## config.mk

```make
export PLATFORM = sky130hd
export DESIGN_NAME = mips_mc_ctrl_flat
export DESIGN_NICKNAME = d
export VERILOG_FILES = /design/src/rtl/mips_mc_ctrl_if.sv /design/src/rtl/mips_mc_ctrl.sv /design/src/flat_wrapper.sv
export SDC_FILE = /design/constraint.sdc
export NUM_CORES = 1
export LEC_CHECK = 0
export CORE_MARGIN = 2
export CORE_UTILIZATION = 45
export CTS_BUF_LIST = sky130_fd_sc_hd__clkbuf_16
export CTS_CLUSTER_SIZE = 14
export DETAILED_ROUTE_END_ITERATION = 10
export PLACE_DENSITY = 0.79
export REMOVE_ABC_BUFFERS = 1
export SLEW_MARGIN = 5
export SYNTH_ARGS = -nofsm -noshare
export SYNTH_HDL_FRONTEND = slang
export SYNTH_SLANG_ARGS = --single-unit
```

## constraint.sdc

```tcl
create_clock -name clk -period 1.6 [get_ports clk]
set_input_delay 0.32 -clock clk [delete_from_list [all_inputs] [get_ports clk]]
set_output_delay 0.32 -clock clk [all_outputs]
set_load 0.03 [all_outputs]
```

## src/rtl/mips_mc_ctrl_if.sv

```systemverilog
// Memory handshake bundle between the multi-cycle control unit and memory.
//   mem_req   : controller requests a memory access this cycle
//   iord      : address select, 0 = PC, 1 = ALUOut
//   memwrite  : write strobe, meaningful only while mem_req is high
//   mem_ready : memory completes the current access this cycle
// master = controller side, slave = memory side.
interface mips_mc_ctrl_if;
  logic mem_req;
  logic iord;
  logic memwrite;
  logic mem_ready;

  modport master (output mem_req, output iord, output memwrite, input mem_ready);
  modport slave  (input mem_req, input iord, input memwrite, output mem_ready);
endinterface

```

## src/rtl/mips_mc_ctrl.sv

```systemverilog
// Multi-cycle MIPS control unit. Sequences lw/sw/R-type/beq/addi/j through
// FETCH, DECODE, execute, memory and write-back states, with a mem_ready
// handshake for wait-state memories and a retired-instruction counter.
// Ports:
//   clk, reset (async active-low)  : clock and reset
//   mem (master modport)           : mem_req/iord/memwrite out, mem_ready in
//   opcode, zero                   : instruction opcode and ALU zero flag
//   irwrite, pc_en, pcsrc, regdst, memtoreg, regwrite,
//   alusrca, alusrcb, aluop        : datapath controls
//   state, illegal, retired        : debug state, bad-opcode pulse, counter
module mips_mc_ctrl #(
  parameter int OP_W        = 6,
  parameter int CNT_W       = 16,
  parameter int MEM_WAIT_EN = 1
) (
  input  logic              clk,
  input  logic              reset,
  mips_mc_ctrl_if.master    mem,
  input  logic [OP_W-1:0]   opcode,
  input  logic              zero,
  output logic              irwrite,
  output logic              pc_en,
  output logic [1:0]        pcsrc,
  output logic              regdst,
  output logic              memtoreg,
  output logic              regwrite,
  output logic              alusrca,
  output logic [1:0]        alusrcb,
  output logic [1:0]        aluop,
  output logic [3:0]        state,
  output logic              illegal,
  output logic [CNT_W-1:0]  retired
);

  typedef enum logic [3:0] {
    S_FETCH  = 4'd0,  S_DECODE = 4'd1,  S_MEMADR = 4'd2,  S_MEMRD  = 4'd3,
    S_MEMWB  = 4'd4,  S_MEMWR  = 4'd5,  S_EXEC   = 4'd6,  S_ALUWB  = 4'd7,
    S_BRANCH = 4'd8,  S_ADDIEX = 4'd9,  S_ADDIWB = 4'd10, S_JUMP   = 4'd11
  } state_e;

  localparam logic [OP_W-1:0] OP_LW   = OP_W'(6'b100011);
  localparam logic [OP_W-1:0] OP_SW   = OP_W'(6'b101011);
  localparam logic [OP_W-1:0] OP_RTYP = OP_W'(6'b000000);
  localparam logic [OP_W-1:0] OP_BEQ  = OP_W'(6'b000100);
  localparam logic [OP_W-1:0] OP_ADDI = OP_W'(6'b001000);
  localparam logic [OP_W-1:0] OP_J    = OP_W'(6'b000010);

  state_e            state_q, state_d;
  logic              is_sw_q, is_sw_d;   // lw/sw decided in DECODE; opcode is not looked at later
  logic [CNT_W-1:0]  retired_q, retired_d;
  logic              ready;
  logic              retire;

  assign ready = (MEM_WAIT_EN != 0) ? mem.mem_ready : 1'b1;

  always_comb begin
    state_d      = state_q;
    is_sw_d      = is_sw_q;
    retire       = 1'b0;
    mem.mem_req  = 1'b0;
    mem.iord     = 1'b0;
    mem.memwrite = 1'b0;
    irwrite      = 1'b0;
    pc_en        = 1'b0;
    pcsrc        = 2'b00;
    regdst       = 1'b0;
    memtoreg     = 1'b0;
    regwrite     = 1'b0;
    alusrca      = 1'b0;
    alusrcb      = 2'b00;
    aluop        = 2'b00;
    illegal      = 1'b0;
    unique case (state_q)
      S_FETCH: begin
        mem.mem_req = 1'b1;
        alusrcb     = 2'b01;
        irwrite     = ready;
        pc_en       = ready;
        if (ready) state_d = S_DECODE;
      end
      S_DECODE: begin
        alusrcb = 2'b11;
        if (opcode == OP_LW || opcode == OP_SW) begin
          state_d = S_MEMADR;
          is_sw_d = (opcode == OP_SW);
        end else if (opcode == OP_RTYP) state_d = S_EXEC;
        else if (opcode == OP_BEQ)      state_d = S_BRANCH;
        else if (opcode == OP_ADDI)     state_d = S_ADDIEX;
        else if (opcode == OP_J)        state_d = S_JUMP;
        else begin
          state_d = S_FETCH;
          illegal = 1'b1;
        end
      end
      S_MEMADR: begin
        alusrca = 1'b1;
        alusrcb = 2'b10;
        state_d = is_sw_q ? S_MEMWR : S_MEMRD;
      end
      S_MEMRD: begin
        mem.mem_req = 1'b1;
        mem.iord    = 1'b1;
        if (ready) state_d = S_MEMWB;
      end
      S_MEMWB: begin
        memtoreg = 1'b1;
        regwrite = 1'b1;
        retire   = 1'b1;
        state_d  = S_FETCH;
      end
      S_MEMWR: begin
        mem.mem_req  = 1'b1;
        mem.iord     = 1'b1;
        mem.memwrite = 1'b1;
        if (ready) begin
          retire  = 1'b1;
          state_d = S_FETCH;
        end
      end
      S_EXEC: begin
        alusrca = 1'b1;
        aluop   = 2'b10;
        state_d = S_ALUWB;
      end
      S_ALUWB: begin
        regdst   = 1'b1;
        regwrite = 1'b1;
        retire   = 1'b1;
        state_d  = S_FETCH;
      end
      S_BRANCH: begin
        alusrca = 1'b1;
        aluop   = 2'b01;
        pcsrc   = 2'b01;
        pc_en   = zero;
        retire  = 1'b1;
        state_d = S_FETCH;
      end
      S_ADDIEX: begin
        alusrca = 1'b1;
        alusrcb = 2'b10;
        state_d = S_ADDIWB;
      end
      S_ADDIWB: begin
        regwrite = 1'b1;
        retire   = 1'b1;
        state_d  = S_FETCH;
      end
      S_JUMP: begin
        pcsrc   = 2'b10;
        pc_en   = 1'b1;
        retire  = 1'b1;
        state_d = S_FETCH;
      end
      default: state_d = S_FETCH;
    endcase
    // Reset blanks every control combinationally so an in-flight access is
    // dropped at once, not at the next edge.
    if (!reset) begin
      mem.mem_req  = 1'b0;
      mem.iord     = 1'b0;
      mem.memwrite = 1'b0;
      irwrite      = 1'b0;
      pc_en        = 1'b0;
      pcsrc        = 2'b00;
      regdst       = 1'b0;
      memtoreg     = 1'b0;
      regwrite     = 1'b0;
      alusrca      = 1'b0;
      alusrcb      = 2'b00;
      aluop        = 2'b00;
      illegal      = 1'b0;
    end
    retired_d = retire ? retired_q + CNT_W'(1) : retired_q;
  end

  always_ff @(posedge clk or negedge reset) begin
    if (!reset) begin
      state_q   <= S_FETCH;
      is_sw_q   <= 1'b0;
      retired_q <= '0;
    end else begin
      state_q   <= state_d;
      is_sw_q   <= is_sw_d;
      retired_q <= retired_d;
    end
  end

  assign state   = state_q;
  assign retired = retired_q;

endmodule
```

## src/flat_wrapper.sv

```systemverilog
// flat-port wrapper written by rule: the top's interface ports become plain ports
module mips_mc_ctrl_flat 
#(
  parameter int OP_W        = 6,
  parameter int CNT_W       = 16,
  parameter int MEM_WAIT_EN = 1
)
  (clk, reset, opcode, zero, irwrite, pc_en, pcsrc, regdst, memtoreg, regwrite, alusrca, alusrcb, aluop, state, illegal, retired, mem_mem_req, mem_iord, mem_memwrite, mem_mem_ready);
  mips_mc_ctrl_if mem_i ();
  input  logic clk;
  input  logic reset;
  input  logic [OP_W-1:0] opcode;
  input  logic zero;
  output logic irwrite;
  output logic pc_en;
  output logic [1:0] pcsrc;
  output logic regdst;
  output logic memtoreg;
  output logic regwrite;
  output logic alusrca;
  output logic [1:0] alusrcb;
  output logic [1:0] aluop;
  output logic [3:0] state;
  output logic illegal;
  output logic [CNT_W-1:0] retired;
  output wire logic [$bits(mem_i.mem_req)-1:0] mem_mem_req;
  output wire logic [$bits(mem_i.iord)-1:0] mem_iord;
  output wire logic [$bits(mem_i.memwrite)-1:0] mem_memwrite;
  input wire logic [$bits(mem_i.mem_ready)-1:0] mem_mem_ready;
  assign mem_mem_req = mem_i.mem_req;
  assign mem_iord = mem_i.iord;
  assign mem_memwrite = mem_i.memwrite;
  assign mem_i.mem_ready = mem_mem_ready;
  mips_mc_ctrl #(.OP_W(OP_W), .CNT_W(CNT_W), .MEM_WAIT_EN(MEM_WAIT_EN)) u_core (.clk(clk), .reset(reset), .mem(mem_i), .opcode(opcode), .zero(zero), .irwrite(irwrite), .pc_en(pc_en), .pcsrc(pcsrc), .regdst(regdst), .memtoreg(memtoreg), .regwrite(regwrite), .alusrca(alusrca), .alusrcb(alusrcb), .aluop(aluop), .state(state), .illegal(illegal), .retired(retired));
endmodule
```

==> results of run 1 <==
## logic make-up after synthesis
logic type / synth area share, %
flip-flops: 39.0
AO/OA/AOI/OAI: 9.74
buffers and inverters: 3.90
XOR/XNOR: 11.0
AND/OR/NAND/NOR: 33.1
multiplexers: 2.32
adder cells (fa/ha/maj): 0.927
## timing repair
| action | CTS |
|---|---|
| endpoints found under the setup margin | 32 |
| pin swaps | 13 |
| buffers inserted | 13 |
| gates resized for setup | 70 |
## through the flow
stage	hold WS, ns	setup TNS [ns]	util (%)
after CTS	0.392	-1.53	81.6
after floorplan	0.0244	-5.58	-
after global placement	0.464	-1.94	70.8
after detailed placement	0.485	-3.08	70.8
==> metrics.md, run 1 <==
| Metric | Value |
|---|---|
| Worst_ep kind | output port |
| Most common library cells after synthesis | dfrtp_1, nor2_1, xnor2_1 |
| Critical endpoint after global-route timing repair | regwrite |
| Initial Utilization | 48.1% |
| Stop err | [ERROR DPL-0033] detailed placement checks failed during check placement. |
| Largest cells by area after synthesis | dfrtp_1, xnor2_1, nor2_1, and3_1, nand4_1 |
| Netlist Area Pre-Place | 0.00135 sq mm |
| CTS max path bufs | 2 |
| Most common cell in the netlist | dfrtp_1 |
| Last stage reached | 5_1_grt |
| Most used DFF post-synth | dfrtp_1 |
| Seq/Total Area, Yosys | 39.0% |
| Yosys top cell by area | dfrtp_1 |
| Worst Setup Slack post-DPL | -0.522 ns |
| Mapped Cells | 151 |
| Async S/R FF share, synth | 100% |
| Initial antenna violation count | 0 |
| Htree depth | 1 |
| Die height | 58.7 um |
| Yosys reg bits | 21 |
| Rows | 19 |
| Status | stopped before the end |
| Clock sink count | 21 |
| CTS root buffer | clkbuf_16 |
| Mapped Avg Cell Area | 8.93 sq um |
| Die X | 58.7 um |
| Share of the synthesized area in the top cell type | 39.0% |
| Cts hold-fix bufs | 0 |
| Number of flops mapped to enable cells by yosys | 0 |
| Unique cell type count in the Yosys netlist | 43 |
| I/O pin cnt | 46 |
| Largest net degree at the start of global routing | 15 |
| Final RePlAce weighted congestion | 0.818 |
| Placed insts | 252 |
| DP Area | 0.00199 sq mm |
| PortBufs | 45 |
| Synthesis Warnings | 0 |
| Detailed Place HPWL | 2950 um |
| Num CTS Buffers | 3 |
==> run 2: changes to the inputs <==
--- a/config.mk
+++ b/config.mk
@@ -6,11 +6,9 @@
 export NUM_CORES = 1
 export LEC_CHECK = 0
 export CORE_MARGIN = 2
-export CORE_UTILIZATION = 45
-export CTS_BUF_LIST = sky130_fd_sc_hd__clkbuf_16
-export CTS_CLUSTER_SIZE = 14
+export CORE_UTILIZATION = 35
 export DETAILED_ROUTE_END_ITERATION = 10
-export PLACE_DENSITY = 0.79
+export PLACE_DENSITY_LB_ADDON = 0.15
 export REMOVE_ABC_BUFFERS = 1
 export SLEW_MARGIN = 5
 export SYNTH_ARGS = -nofsm -noshare
==> metrics.md, run 2 <==
| Metric | Value |
|---|---|
| Rows | 22 |
| Clk slew on worst S/H paths | 0.08 ns |
| Netlist Area Pre-Place | 0.00135 sq mm |
| Most common cell in the netlist | dfrtp_1 |
| Detailed Place HPWL | 2900 um |
| Diodes inserted | 0 |
| DR pass1 iterations | 4 |
| Critical-path top delay cell | dfrtp_2 |
| Num CTS Buffers | 3 |
| Clock sink count | 21 |
| Reg2Reg Setup Slack | 0.09 ns |
| Synthesis Warnings | 0 |
| Number of global-route vias before repair | 1421 |
| Mapped Cells | 151 |
| Initial Utilization | 36.6% |
| Area growth, synth to finish | 69.3% |
| Fin crit share | 113% |
| Share of the synthesized area in the top cell type | 39.0% |
| Unique cell type count in the Yosys netlist | 43 |
| Final Slew Violations | 0 |
| Post-route ant nets | 0 |
| Fillers | 340 |
| Share of cells above drive strength 1 | 40.3% |
| Failing checks | negative setup slack |
| Total track usage | 18.4% |
| TritonCTS clock tree | built |
| 1st-iter DRT viols | 51 |
| Max Cap Viol | 0 |
| First-pass GRT wire length | 6330 um |
| Final RePlAce weighted congestion | 0.808 |
| Worst rel slew slack | 72.6% |
| Largest cells by area after synthesis | dfrtp_1, xnor2_1, nor2_1, and3_1, nand4_1 |
| Most common library cells after synthesis | dfrtp_1, nor2_1, xnor2_1 |
| Yosys top cell by area | dfrtp_1 |
| Worst-Skew Late Latency | 0.26 ns |
| Max FO, Critical Path | 8 |
| Most used DFF post-synth | dfrtp_1 |
| Worst Max-Slew Pin Slew | 0.409 ns |
| Status | finished, violations left |
| Final hold vios | 0 |
| Yosys reg bits | 21 |
| WP buf/inv | 1 |
| Number of flip-flops in the largest register | 16 |
| Htree depth | 1 |
| Average wire per cell in the routed design | 13.7 um |
| Mapped Avg Cell Area | 8.93 sq um |
| Post-layout worst setup margin | -0.211 ns |
| Unrepaired setup endpoints after global routing | yes |
| Initial antenna violation count | 0 |
| Core area | 0.00369 sq mm |
| CP Data Required Time | 1.28 ns |
| CP arrival | 1.49 ns |
| CTS root buffer | clkbuf_8 |
| CP top delay family | flip-flops |
| Leak | 0.00113 uW |
| Critical path start-end classification | flop to output pin |
| VDD IR max | 806 uV |
| Core Util, Final | 61.9% |
| Drt drc | 0 |
| Hold WC Path Type | input pin to asynchronous set/reset pin |
| PortBufs | 45 |
| Die height | 66.1 um |
| Total grt overflow | 0 |
| Vias/cell | 5.07 |
| Number of flops mapped to enable cells by yosys | 0 |
| Final instance area | 0.00228 sq mm |
| Critical-path cell list | and2b_2 > mux2i_1 > o32ai_1 > and2_1 > buf_6 |
| Total vias in the final route | 1439 |
| Cell Pwr Density | 797 mW/mm^2 |
| Seq/Total Area, Yosys | 39.0% |
| Largest net degree at the start of global routing | 14 |
| Fmax | 552 MHz |
| Total power | 1820 uW |
| Critical path's largest stage delay | 0.48 ns |
| Worst Skew | 0.00763 ns |
| Die X | 66.1 um |
| CTS max path bufs | 2 |
| Final setup vio count | 16 |
| Cts hold-fix bufs | 0 |
| Layout Nets | 248 |
| Commonest non-fill, non-tap cell in the layout | buf_4 |
| Startpoint Class | flop |
| Async S/R FF share, synth | 100% |
| DP Area | 0.00203 sq mm |
| I/O pin cnt | 46 |
| Crit. End Element | output pin |
| Post-layout min period | 1.81 ns |
| Post-Route WL | 3900 um |
| Die area | 0.00437 sq mm |
| Most frequent cells in the layout | buf_4, dlygate4sd2_1, dfrtp_1 |
run 2: cell counts after synthesis:
No cell type changed its count.
run 2: logic make-up after synthesis:
| kind of cell | after synthesis | share of synthesized area [%] |
|---|---|---|
| adders and majority gates | 1 | 0.927 |
| muxes | 3 | 2.32 |
| and+or+nand+nor | 79 | 33.1 |
| buffers and inverters | 10 | 3.90 |
| AOI/OAI and AO/OA | 20 | 9.74 |
| xor gates and xnor gates | 17 | 11.0 |
| DFF | 21 | 39.0 |
run 2: final cells by class:
cell class | instances | area, sq um | area share (%)
flip-flops and latches | 21 | 529 | 23.2
well taps | 48 | 60.1 | 2.63
inverters | 3 | 11.3 | 0.493
multi-input cells | 120 | 891 | 39.0
clock buffers | 4 | 45.0 | 1.97
repair buffers | 88 | 747 | 32.7
run 2: final timing paths:
path	from	to	cells past startpoint
max in group asynchronous	reset	u_core.state[0]$_DFFE_PN0P_	3
worst min register to register	u_core.retired[15]$_DFFE_PN0P_	u_core.retired[15]$_DFFE_PN0P_	1
min in group clk	u_core.retired[15]$_DFFE_PN0P_	u_core.retired[15]$_DFFE_PN0P_	1
worst min-delay path	reset	u_core.retired[14]$_DFFE_PN0P_	2
worst max register to register	u_core.state[2]$_DFFE_PN0P_	u_core.state[0]$_DFFE_PN0P_	6
worst max-delay path	u_core.state[3]$_DFFE_PN0P_	regwrite	5
run 2: layer usage:
metal  global-route usage (%)  vias up  share of wire [%]
met5                        0        -                  0
met3                     4.43        0                3.4
met2                     31.6       32                 51
met4                     2.30        0                  0
li1                         -      713                  -
met1                     24.1      694                 46
run 2: stage by stage:
stage                     setup TNS, ns  instances  setup WS, ns  hold slack (ns)
final                             -2.06        284        -0.211            0.250
after global routing              -3.25        284        -0.292            0.273
after CTS                         -1.93        283        -0.187            0.258
after detailed placement          -4.35        272        -0.460            0.493
after global placement            -3.76        272        -0.361            0.462
after floorplan                   -5.58        144        -0.715           0.0244
run 2: what timing repair did:
| action | in CTS | in global routing |
|---|---|---|
| endpoints found under the setup margin | 31 | 18 |
| setup buffers | 7 | 1 |
| cloned | 0 | 0 |
| resized for setup | 59 | 13 |
| pin swaps | 11 | 5 |
run 2: power breakdown:
group | switching (uW) | internal (uW)
Clock | 167 | 177
Sequential | 76.2 | 596
Combinational | 440 | 364
(Power assumes the default switching activity.)
